### src/rtl/instr_issue_if.sv
// Host-to-buffer handshake and buffer-to-core issue signals for instr_issue_ctrl.
interface instr_issue_if #(
   parameter int unsigned DATA_WIDTH = 32
);
   logic                  host_valid;
   logic [DATA_WIDTH-1:0] host_instr;
   logic                  host_ready;
   logic [DATA_WIDTH-1:0] core_instr;
   logic                  core_issue;

   modport master (
      output host_valid, host_instr,
      input  host_ready, core_instr, core_issue
   );

   modport slave (
      input  host_valid, host_instr,
      output host_ready, core_instr, core_issue
   );
endinterface

### src/rtl/instr_issue_ctrl.sv
// Buffers host instruction words and issues them to a core one per cycle,
// dropping illegal opcodes, with IDLE/RUN/DRAIN/HALT sequencing.
module instr_issue_ctrl #(
   parameter int unsigned          DATA_WIDTH = 32,
   parameter int unsigned          DEPTH      = 4,
   parameter logic [DATA_WIDTH-1:0] NOP_INSTR = DATA_WIDTH'(32'h0000_0013)
) (
   input  logic         clk,
   input  logic         arst_n,
   input  logic         start,
   input  logic         halt_req,
   instr_issue_if.slave bus,
   output logic         busy,
   output logic [15:0]  issue_count,
   output logic         err_opcode
);

   localparam int unsigned PTR_W = (DEPTH > 1) ? $clog2(DEPTH) : 1;
   localparam int unsigned CNT_W = PTR_W + 1;

   typedef enum logic [1:0] {S_IDLE, S_RUN, S_DRAIN, S_HALT} state_t;

   state_t                r_state;
   state_t                w_state_nxt;
   logic [DATA_WIDTH-1:0] r_mem [DEPTH];
   logic [PTR_W-1:0]      r_wptr;
   logic [PTR_W-1:0]      r_rptr;
   logic [CNT_W-1:0]      r_count;
   logic [DATA_WIDTH-1:0] r_core_instr;
   logic                  r_core_issue;
   logic [15:0]           r_issue_count;
   logic                  r_err_opcode;

   logic                  w_full;
   logic                  w_empty;
   logic                  w_ready;
   logic                  w_push;
   logic                  w_pop;
   logic                  w_legal;
   logic                  w_clr_cnt;
   logic [DATA_WIDTH-1:0] w_head;

   assign w_full  = (r_count == CNT_W'(DEPTH));
   assign w_empty = (r_count == '0);
   assign w_ready = !w_full && ((r_state == S_IDLE) || (r_state == S_RUN));
   assign w_push  = bus.host_valid && w_ready;
   assign w_pop   = !w_empty && ((r_state == S_RUN) || (r_state == S_DRAIN));
   assign w_head  = r_mem[r_rptr];

   // Opcode whitelist: addi, add, beq, jal.
   always_comb begin
      w_legal = 1'b0;
      case (w_head[6:0])
         7'b0010011, 7'b0110011, 7'b1100011, 7'b1101111: w_legal = 1'b1;
         default:                                         w_legal = 1'b0;
      endcase
   end

   always_ff @(posedge clk) begin
      if (!arst_n) r_state <= S_IDLE;
      else         r_state <= w_state_nxt;
   end

   always_comb begin
      w_state_nxt = r_state;
      w_clr_cnt   = 1'b0;
      case (r_state)
         S_IDLE: begin
            if (halt_req)   w_state_nxt = S_HALT;
            else if (start) w_state_nxt = S_RUN;
         end
         S_RUN: begin
            if (halt_req) w_state_nxt = S_DRAIN;
         end
         S_DRAIN: begin
            if (w_empty) w_state_nxt = S_HALT;
         end
         S_HALT: begin
            if (start) begin
               w_state_nxt = S_IDLE;
               w_clr_cnt   = 1'b1;
            end
         end
         default: w_state_nxt = S_IDLE;
      endcase
   end

   // Storage array carries no reset; occupancy and pointers define validity.
   always_ff @(posedge clk) begin
      if (w_push) r_mem[r_wptr] <= bus.host_instr;
   end

   always_ff @(posedge clk) begin
      if (!arst_n) begin
         r_wptr  <= '0;
         r_rptr  <= '0;
         r_count <= '0;
      end else begin
         if (w_push) r_wptr <= r_wptr + PTR_W'(1);
         if (w_pop)  r_rptr <= r_rptr + PTR_W'(1);
         case ({w_push, w_pop})
            2'b10:   r_count <= r_count + CNT_W'(1);
            2'b01:   r_count <= r_count - CNT_W'(1);
            default: r_count <= r_count;
         endcase
      end
   end

   // Issue stage: one-cycle latency from pop to core_instr/core_issue.
   always_ff @(posedge clk) begin
      if (!arst_n) begin
         r_core_instr  <= NOP_INSTR;
         r_core_issue  <= 1'b0;
         r_issue_count <= '0;
         r_err_opcode  <= 1'b0;
      end else begin
         r_core_instr <= (w_pop && w_legal) ? w_head : NOP_INSTR;
         r_core_issue <= w_pop && w_legal;
         if (w_pop && !w_legal) r_err_opcode <= 1'b1;
         if (w_clr_cnt)
            r_issue_count <= '0;
         else if (w_pop && w_legal && (r_issue_count != 16'hFFFF))
            r_issue_count <= r_issue_count + 16'd1;
      end
   end

   assign bus.host_ready = w_ready;
   assign bus.core_instr = r_core_instr;
   assign bus.core_issue = r_core_issue;
   assign busy           = (r_state == S_RUN) || (r_state == S_DRAIN);
   assign issue_count    = r_issue_count;
   assign err_opcode     = r_err_opcode;

endmodule

### src/flat_wrapper.sv
// flat-port wrapper written by rule: the top's interface ports become plain ports
module instr_issue_ctrl_flat 
#(
   parameter int unsigned          DATA_WIDTH = 32,
   parameter int unsigned          DEPTH      = 4,
   parameter logic [DATA_WIDTH-1:0] NOP_INSTR = DATA_WIDTH'(32'h0000_0013)
)
  (clk, arst_n, start, halt_req, busy, issue_count, err_opcode, bus_host_valid, bus_host_instr, bus_host_ready, bus_core_instr, bus_core_issue);
  instr_issue_if #(.DATA_WIDTH(DATA_WIDTH)) bus_i ();
  input  logic clk;
  input  logic arst_n;
  input  logic start;
  input  logic halt_req;
  output logic busy;
  output logic [15:0] issue_count;
  output logic err_opcode;
  input wire logic [$bits(bus_i.host_valid)-1:0] bus_host_valid;
  input wire logic [$bits(bus_i.host_instr)-1:0] bus_host_instr;
  output wire logic [$bits(bus_i.host_ready)-1:0] bus_host_ready;
  output wire logic [$bits(bus_i.core_instr)-1:0] bus_core_instr;
  output wire logic [$bits(bus_i.core_issue)-1:0] bus_core_issue;
  assign bus_i.host_valid = bus_host_valid;
  assign bus_i.host_instr = bus_host_instr;
  assign bus_host_ready = bus_i.host_ready;
  assign bus_core_instr = bus_i.core_instr;
  assign bus_core_issue = bus_i.core_issue;
  instr_issue_ctrl #(.DATA_WIDTH(DATA_WIDTH), .DEPTH(DEPTH), .NOP_INSTR(NOP_INSTR)) u_core (.clk(clk), .arst_n(arst_n), .start(start), .halt_req(halt_req), .bus(bus_i), .busy(busy), .issue_count(issue_count), .err_opcode(err_opcode));
endmodule
### config.mk
export PLATFORM = sky130hd
export DESIGN_NAME = instr_issue_ctrl_flat
export DESIGN_NICKNAME = d
export VERILOG_FILES = /design/src/rtl/instr_issue_if.sv /design/src/rtl/instr_issue_ctrl.sv /design/src/flat_wrapper.sv
export SDC_FILE = /design/constraint.sdc
export NUM_CORES = 1
export LEC_CHECK = 0
export CORE_MARGIN = 4
export CORE_UTILIZATION = 50
export DETAILED_ROUTE_END_ITERATION = 16
export PLACE_DENSITY = 0.77
export SKIP_CTS_REPAIR_TIMING = 1
export SLEW_MARGIN = 5
export SYNTH_ARGS = -nofsm -noshare
export SYNTH_HDL_FRONTEND = slang
export SYNTH_SLANG_ARGS = --single-unit
### constraint.sdc
create_clock -name clk -period 2.9 [get_ports clk]
set_input_delay 0.435 -clock clk [delete_from_list [all_inputs] [get_ports clk]]
set_output_delay 0.435 -clock clk [all_outputs]
set_load 0.005 [all_outputs]
# ---- Word-level counts from Yosys, hierarchy flattened
# Memories as Yosys holds them, arrays and structs flattened. A register that Yosys moved wholly into a read port is not among the register bits.
# Cells that the tools add are included.
dict set report classes {
  add_sub_neg 5
  n_eq_ne 15
  mux 14
  bitwise 1
  n_reduce_logical 18
}
# op count
set op_table {}
lappend op_table {{adder 16 x 1 -> 16 bit, second input constant} 1}
lappend op_table {{inequality test 16 bit, second input constant} 1}
lappend op_table {{equality test 7 bit, second input constant} 2}
lappend op_table {{two-way mux 2 bit} 7}
lappend op_table {{case mux 2 bit (4 select lines)} 1}
lappend op_table {{equality test 7 x 5 -> 1 bit, second input constant} 1}
lappend op_table {{equality test 7 x 6 -> 1 bit, second input constant} 1}
lappend op_table {{equality test 2 bit, second input constant} 3}
lappend op_table {{logical AND 1 bit} 6}
lappend op_table {{case mux 3 bit (2 select lines)} 1}
lappend op_table {{two-way mux 1 bit} 5}
lappend op_table {{adder 2 x 1 -> 2 bit, second input constant} 2}
lappend op_table {{equality test 2 x 1 -> 1 bit, second input constant} 2}
lappend op_table {{inequality test 2 bit, second input constant} 2}
lappend op_table {{AND reduction 4 bit} 1}
lappend op_table {{OR reduction 4 bit} 1}
lappend op_table {{adder 3 x 1 -> 3 bit, second input constant} 1}
lappend op_table {{equality test 3 bit, second input constant} 1}
lappend op_table {{zero test 1 bit} 3}
lappend op_table {{zero test 3 bit} 1}
lappend op_table {{inequality test 3 bit, second input constant} 1}
lappend op_table {{subtractor 3 x 1 -> 3 bit, second input constant} 1}
lappend op_table {{zero test 2 bit} 1}
lappend op_table {{logical OR 1 bit} 2}
lappend op_table {{5 further kinds} 5}
dict set report word_totals {
  reg_bits 59
  ram_bits 128
  in_bits 37
  output_inout_bits 52
  word_cells 62
  memories 1
}
# name words width read_ports rd_ports_with_merged_regs wr line_no
set memory_table {}
lappend memory_table {u_core.r_mem 4 32 1 1 1 instr_issue_ctrl.sv:25} ;# logic [DATA_WIDTH-1:0] r_mem [DEPTH];

# ---- Logic depth before layout (Yosys ltp)
# Gate-level depths: netlist of run 1.
dict set report logic_depth {
  ltp_word 6
  ltp_mapped 12
  mapped_depth_nobuf 12
}

# ---- Least setup slack after synthesis of run 1
# No wires, ideal clock.
dict set report synth_path {
  path_type {flip-flop to flip-flop}
  from {register (tool-made name)}
  to {register u_core.r_issue_count[10] (netlist: u_core.issue_count[10])}
  setup_time_ns 0.132
  arrival_ns 2.235
  required_time_ns 2.768
  slack_ns 0.533
  path_stages_with_launch 9
  path_buffers 3
  period_less_slack_ns 2.367
  path_cell_list {dfxtp_1 buf_6 mux4_2 a2111oi_4 nand3_4 buf_6 clkbuf_1 o21ai_0 a21oi_1}
}
# item line_no
set synth_lines {}
lappend synth_lines {{end signal: assignment} instr_issue_ctrl.sv:123} ;# r_issue_count <= r_issue_count + 16'd1;
lappend synth_lines {{end: declaration} instr_issue_ctrl.sv:31} ;# logic [15:0] r_issue_count;

==> impl_metrics.csv, run 1 <==
group,metric,value,unit
critical_path,reg2reg_slack,0.23,ns
power_and_ir_drop,seq_power_share,48.2,%
timing,maxSlewViolCount,0,
layout,insertedDiodeCount,0,
power_and_ir_drop,p_leak,2.89,nW
detailed_routing,wire_per_inst,17.8,um
synthesis,synth-seq-cells,189,
detailed_routing,dr.pass1.iters,4,
job,drv_cap,0,
timing,hold_violations,0,
synthesis,synth.distinct_cells,39,
die,die_h,126,um
critical_path,r2r-end,"u_core.issue_count[11]",
power_and_ir_drop,power_switching,0.00190,W
timing,worst_slew_pin_slew,0.503,ns
global_routing,grt_pass1_vias,3948,
clock_network,clk_latency,0.43,ns
layout,nNetsFinal,568,
clock_network,cts_inserted_buffers,17,
layout,multiInputGateArea,1790,um2
worst_hold_path,hp-class,"reg -> reg",
synthesis,netlist_area,6970,um2
timing,fin_skew,0.00870,ns
power_and_ir_drop,pwr_density_cell,820,nW/um2
timing,finalCritPeriodShare,92.2,%
synthesis,synth_area_per_cell,17.0,um2
synthesis,syn-instance-count,411,
place,port-buffer-count,88,
status,status,"completed",
die,die_x,126,um
clock_network,numClockSinks,189,
die,ios,89,
synthesis,seq_area_frac_synth,72.7,%
power_and_ir_drop,netSwitchingFraction,26.7,%
die,row_count,42,
clock_network,ctsHtreeMaxLevel,4,
timing,rsz0062_at_grt,"no",
clock_network,clk_path_buf_depth,2,
worst_hold_path,hold_start,"u_core.err_opcode",
detailed_routing,ant_nets,0,
place,place_congestion,0.793,
global_routing,gr-usage-met1,20.4,%
clock_network,cts-root-buf,"clkbuf_16",
detailed_routing,drt_iter0_drc,328,
timing,finalSetupViolations,0,
critical_path,worstSetupStartpointType,"flop",
detailed_routing,route.detailed.drc,0,
critical_path,cp_data_arrival_time,3.02,ns
place,placed_cell_area,8110,um2
die,die_area,15900,um2
timing,layout_min_cycle_time,2.67,ns
timing,setup_tns,0,ns
power_and_ir_drop,pwr-share-comb,21.2,%
clock_network,cts_tree,"built",
place,hpwl,8520,um
layout,fillers,974,
worst_hold_path,whs_endpoint,"u_core.err_opcode",
global_routing,antenna_found_initial,0,
power_and_ir_drop,peakVddDrop,501,uV
global_routing,grt_overflow,0,
global_routing,met3_usage,4.15,%
synthesis,ys_warn_count,0,
global_routing,busiest_layer,"met2",
timing,slew_headroom,66.5,%
timing,fmax,0.374,GHz
layout,synthToLayoutAreaGrowth,24.5,%
power_and_ir_drop,power_frac_clock,30.7,%
critical_path,critical_path_required,3.25,ns
power_and_ir_drop,power.internal,0.00521,W
layout,post-route-cell-area,8670,um2
critical_path,end_kind,"flop",
detailed_routing,dr_total_vias,3843,
detailed_routing,finalWirelength,12600,um
layout,drive_gt1_share,15.2,%
critical_path,worstSetupPathType,"reg -> reg",
die,core-area,13500,um2
die,start_util,51.8,%
critical_path,reg2reg_depth,6,
critical_path,crit_path_max_fanout,23,
detailed_routing,viasPerCell,5.43,
worst_hold_path,min_path_cells,2,
global_routing,use_met2,27.4,%
global_routing,grt_pass1_wl,20300,um
layout,ff_latch_area,5070,um2
global_routing,track_usage,16.6,%
clock_network,clk_pin_slew_worst_paths,0.07,ns
global_routing,grt_max_degree,33,
cells in the final DEF, fill, tap and decap left out, types with 5 or more instances in the layout:
cell type          n
edfxtp_1         128
clkdlybuf4s50_1   88
dfxtp_1           59
and2_1            30
mux4_2            27
nor2_1            18
a21oi_1           17
clkbuf_16         17
inv_1             15
nand2_1           15
buf_4             13
ha_1              11
or3_1              9
o21ai_0            9
nand3_1            6
clkinvlp_4         6
xor2_1             5
inv_6              5
how the worst max path moves through the flow:
stage	slack, ns	start	end
floorplan	0.53	flop	u_core.issue_count[10]
global placement	0.34	flop	u_core.issue_count[5]
detailed placement	0.21	flop	u_core.issue_count[11]
CTS	0.19	flop	u_core.issue_count[11]
global route	0.02	flop	u_core.issue_count[11]
finish	0.23	flop	u_core.issue_count[11]
kinds of logic (layout without fill, tap and decap cells):
family          after synthesis  in the layout  synth area share, %
flops                       189            189                 72.7
simple gates                100            100                 7.97
compound gates               41             41                 3.84
mux                          33             33                 10.5
buf+inv                      28            148                 1.78
fa+ha+maj                    12             12                 2.26
xor+xnor                      7              7                0.880
other cells                   1              2               0.0538
through the flow:
step / std cells / util, % / hold WS (ns) / setup slack (ns) / power [W]
after floorplan: 412 / - / 0.464 / 0.533 / 0.00451
after global placement: 676 / 60.3 / 0.480 / 0.337 / 0.00494
after detailed placement: 676 / 60.3 / 0.483 / 0.214 / 0.00501
after CTS: 708 / 64.5 / 0.498 / 0.190 / 0.00720
after global routing: 708 / 64.5 / 0.534 / 0.0161 / 0.00747
final: 708 / 64.5 / 0.498 / 0.226 / 0.00711
registers in the layout, summed over array words and instances (netlist names), named ones only:
register,count
u_core.err_opcode,1
u_core.r_wptr,2
u_core.bus.core_issue,1
u_core.r_count,3
u_core.r_state,2
u_core.r_mem,128
u_core.issue_count,16
u_core.bus.core_instr,32
u_core.r_rptr,2
cells in the mapped netlist:
| library cell | count | area [um2] |
|---|---|---|
| a41oi_1 | 1 | 8.76 |
| nor2_1 | 18 | 67.6 |
| and4_1 | 2 | 17.5 |
| o21ai_0 | 9 | 45.0 |
| nor4_1 | 2 | 12.5 |
| nand3_1 | 6 | 30.0 |
| nand4_1 | 4 | 25.0 |
| a21oi_1 | 17 | 85.1 |
| o31ai_1 | 4 | 30.0 |
| and3_1 | 5 | 31.3 |
| a31oi_1 | 1 | 6.26 |
| edfxtp_1 | 128 | 3840 |
| a21oi_2 | 1 | 8.76 |
| buf_2 | 3 | 15.0 |
| buf_6 | 2 | 22.5 |
| clkbuf_1 | 8 | 30.0 |
| or4_1 | 4 | 30.0 |
| conb_1 | 1 | 3.75 |
| xor2_1 | 5 | 43.8 |
| nor3_1 | 1 | 5.00 |
| ha_1 | 11 | 138 |
| inv_1 | 15 | 56.3 |
| a311oi_1 | 1 | 8.76 |
| mux4_2 | 27 | 608 |
| or3_1 | 9 | 56.3 |
| xnor2_1 | 2 | 17.5 |
| and2_1 | 30 | 188 |
| fa_1 | 1 | 20.0 |
| nand3_4 | 1 | 17.5 |
| a221o_1 | 1 | 10.0 |
| nor2b_1 | 2 | 12.5 |
| dfxtp_1 | 61 | 1220 |
| a2111oi_4 | 1 | 27.5 |
| nand2_1 | 15 | 56.3 |
| mux2i_1 | 2 | 20.0 |
| a211oi_1 | 4 | 30.0 |
| nand2b_1 | 1 | 6.26 |
| o211ai_1 | 1 | 7.51 |
| mux4_1 | 4 | 105 |
power by group through the flow:
stage,clock network (W),logic (W),registers (W)
after detailed placement,0,0.00153,0.00349
after global routing,0.00234,0.00167,0.00345
after CTS,0.00223,0.00153,0.00343
after global placement,0,0.00149,0.00345
after floorplan,0,0.00108,0.00343
final,0.00218,0.00151,0.00342
worst max-delay path: stages, from the launching register on:
cell and delay [ns]:
dfxtp_2 0.44, mux4_2 0.56, nor2b_1 0.19, a2111oi_4 0.47
nand3_4 0.29, or4_1 0.47, a21oi_1 0.17
metal layers:
metal  vias to the layer above  part of all wire, %  wire (um)
met5                         -                    0          0
met4                         0                  3.0        374
met3                        29                  4.7        588
met2                       111                   51       6480
met1                      1920                   41       5180
li1                       1783                    -          -
area by class of cell:
type	count	area share, %
Tap cell	176	2.54
Multi-Input combinational cell	195	20.6
Clock buffer	17	4.90
Inverter	15	0.649
Timing Repair Buffer	101	11.3
Clock inverter	15	1.59
Sequential cell	189	58.4
Note: power is estimated with default switching activity, not from simulation.
==> inputs of run 2 (changes only) <==
--- a/config.mk
+++ b/config.mk
@@ -8,6 +8,7 @@
 export CORE_MARGIN = 4
 export CORE_UTILIZATION = 50
 export DETAILED_ROUTE_END_ITERATION = 16
+export GPL_ROUTABILITY_DRIVEN = 0
 export PLACE_DENSITY = 0.77
 export SKIP_CTS_REPAIR_TIMING = 1
 export SLEW_MARGIN = 5
==> results of run 2 <==
No change in the layout: final DEF, timing and power equal those of run 1.
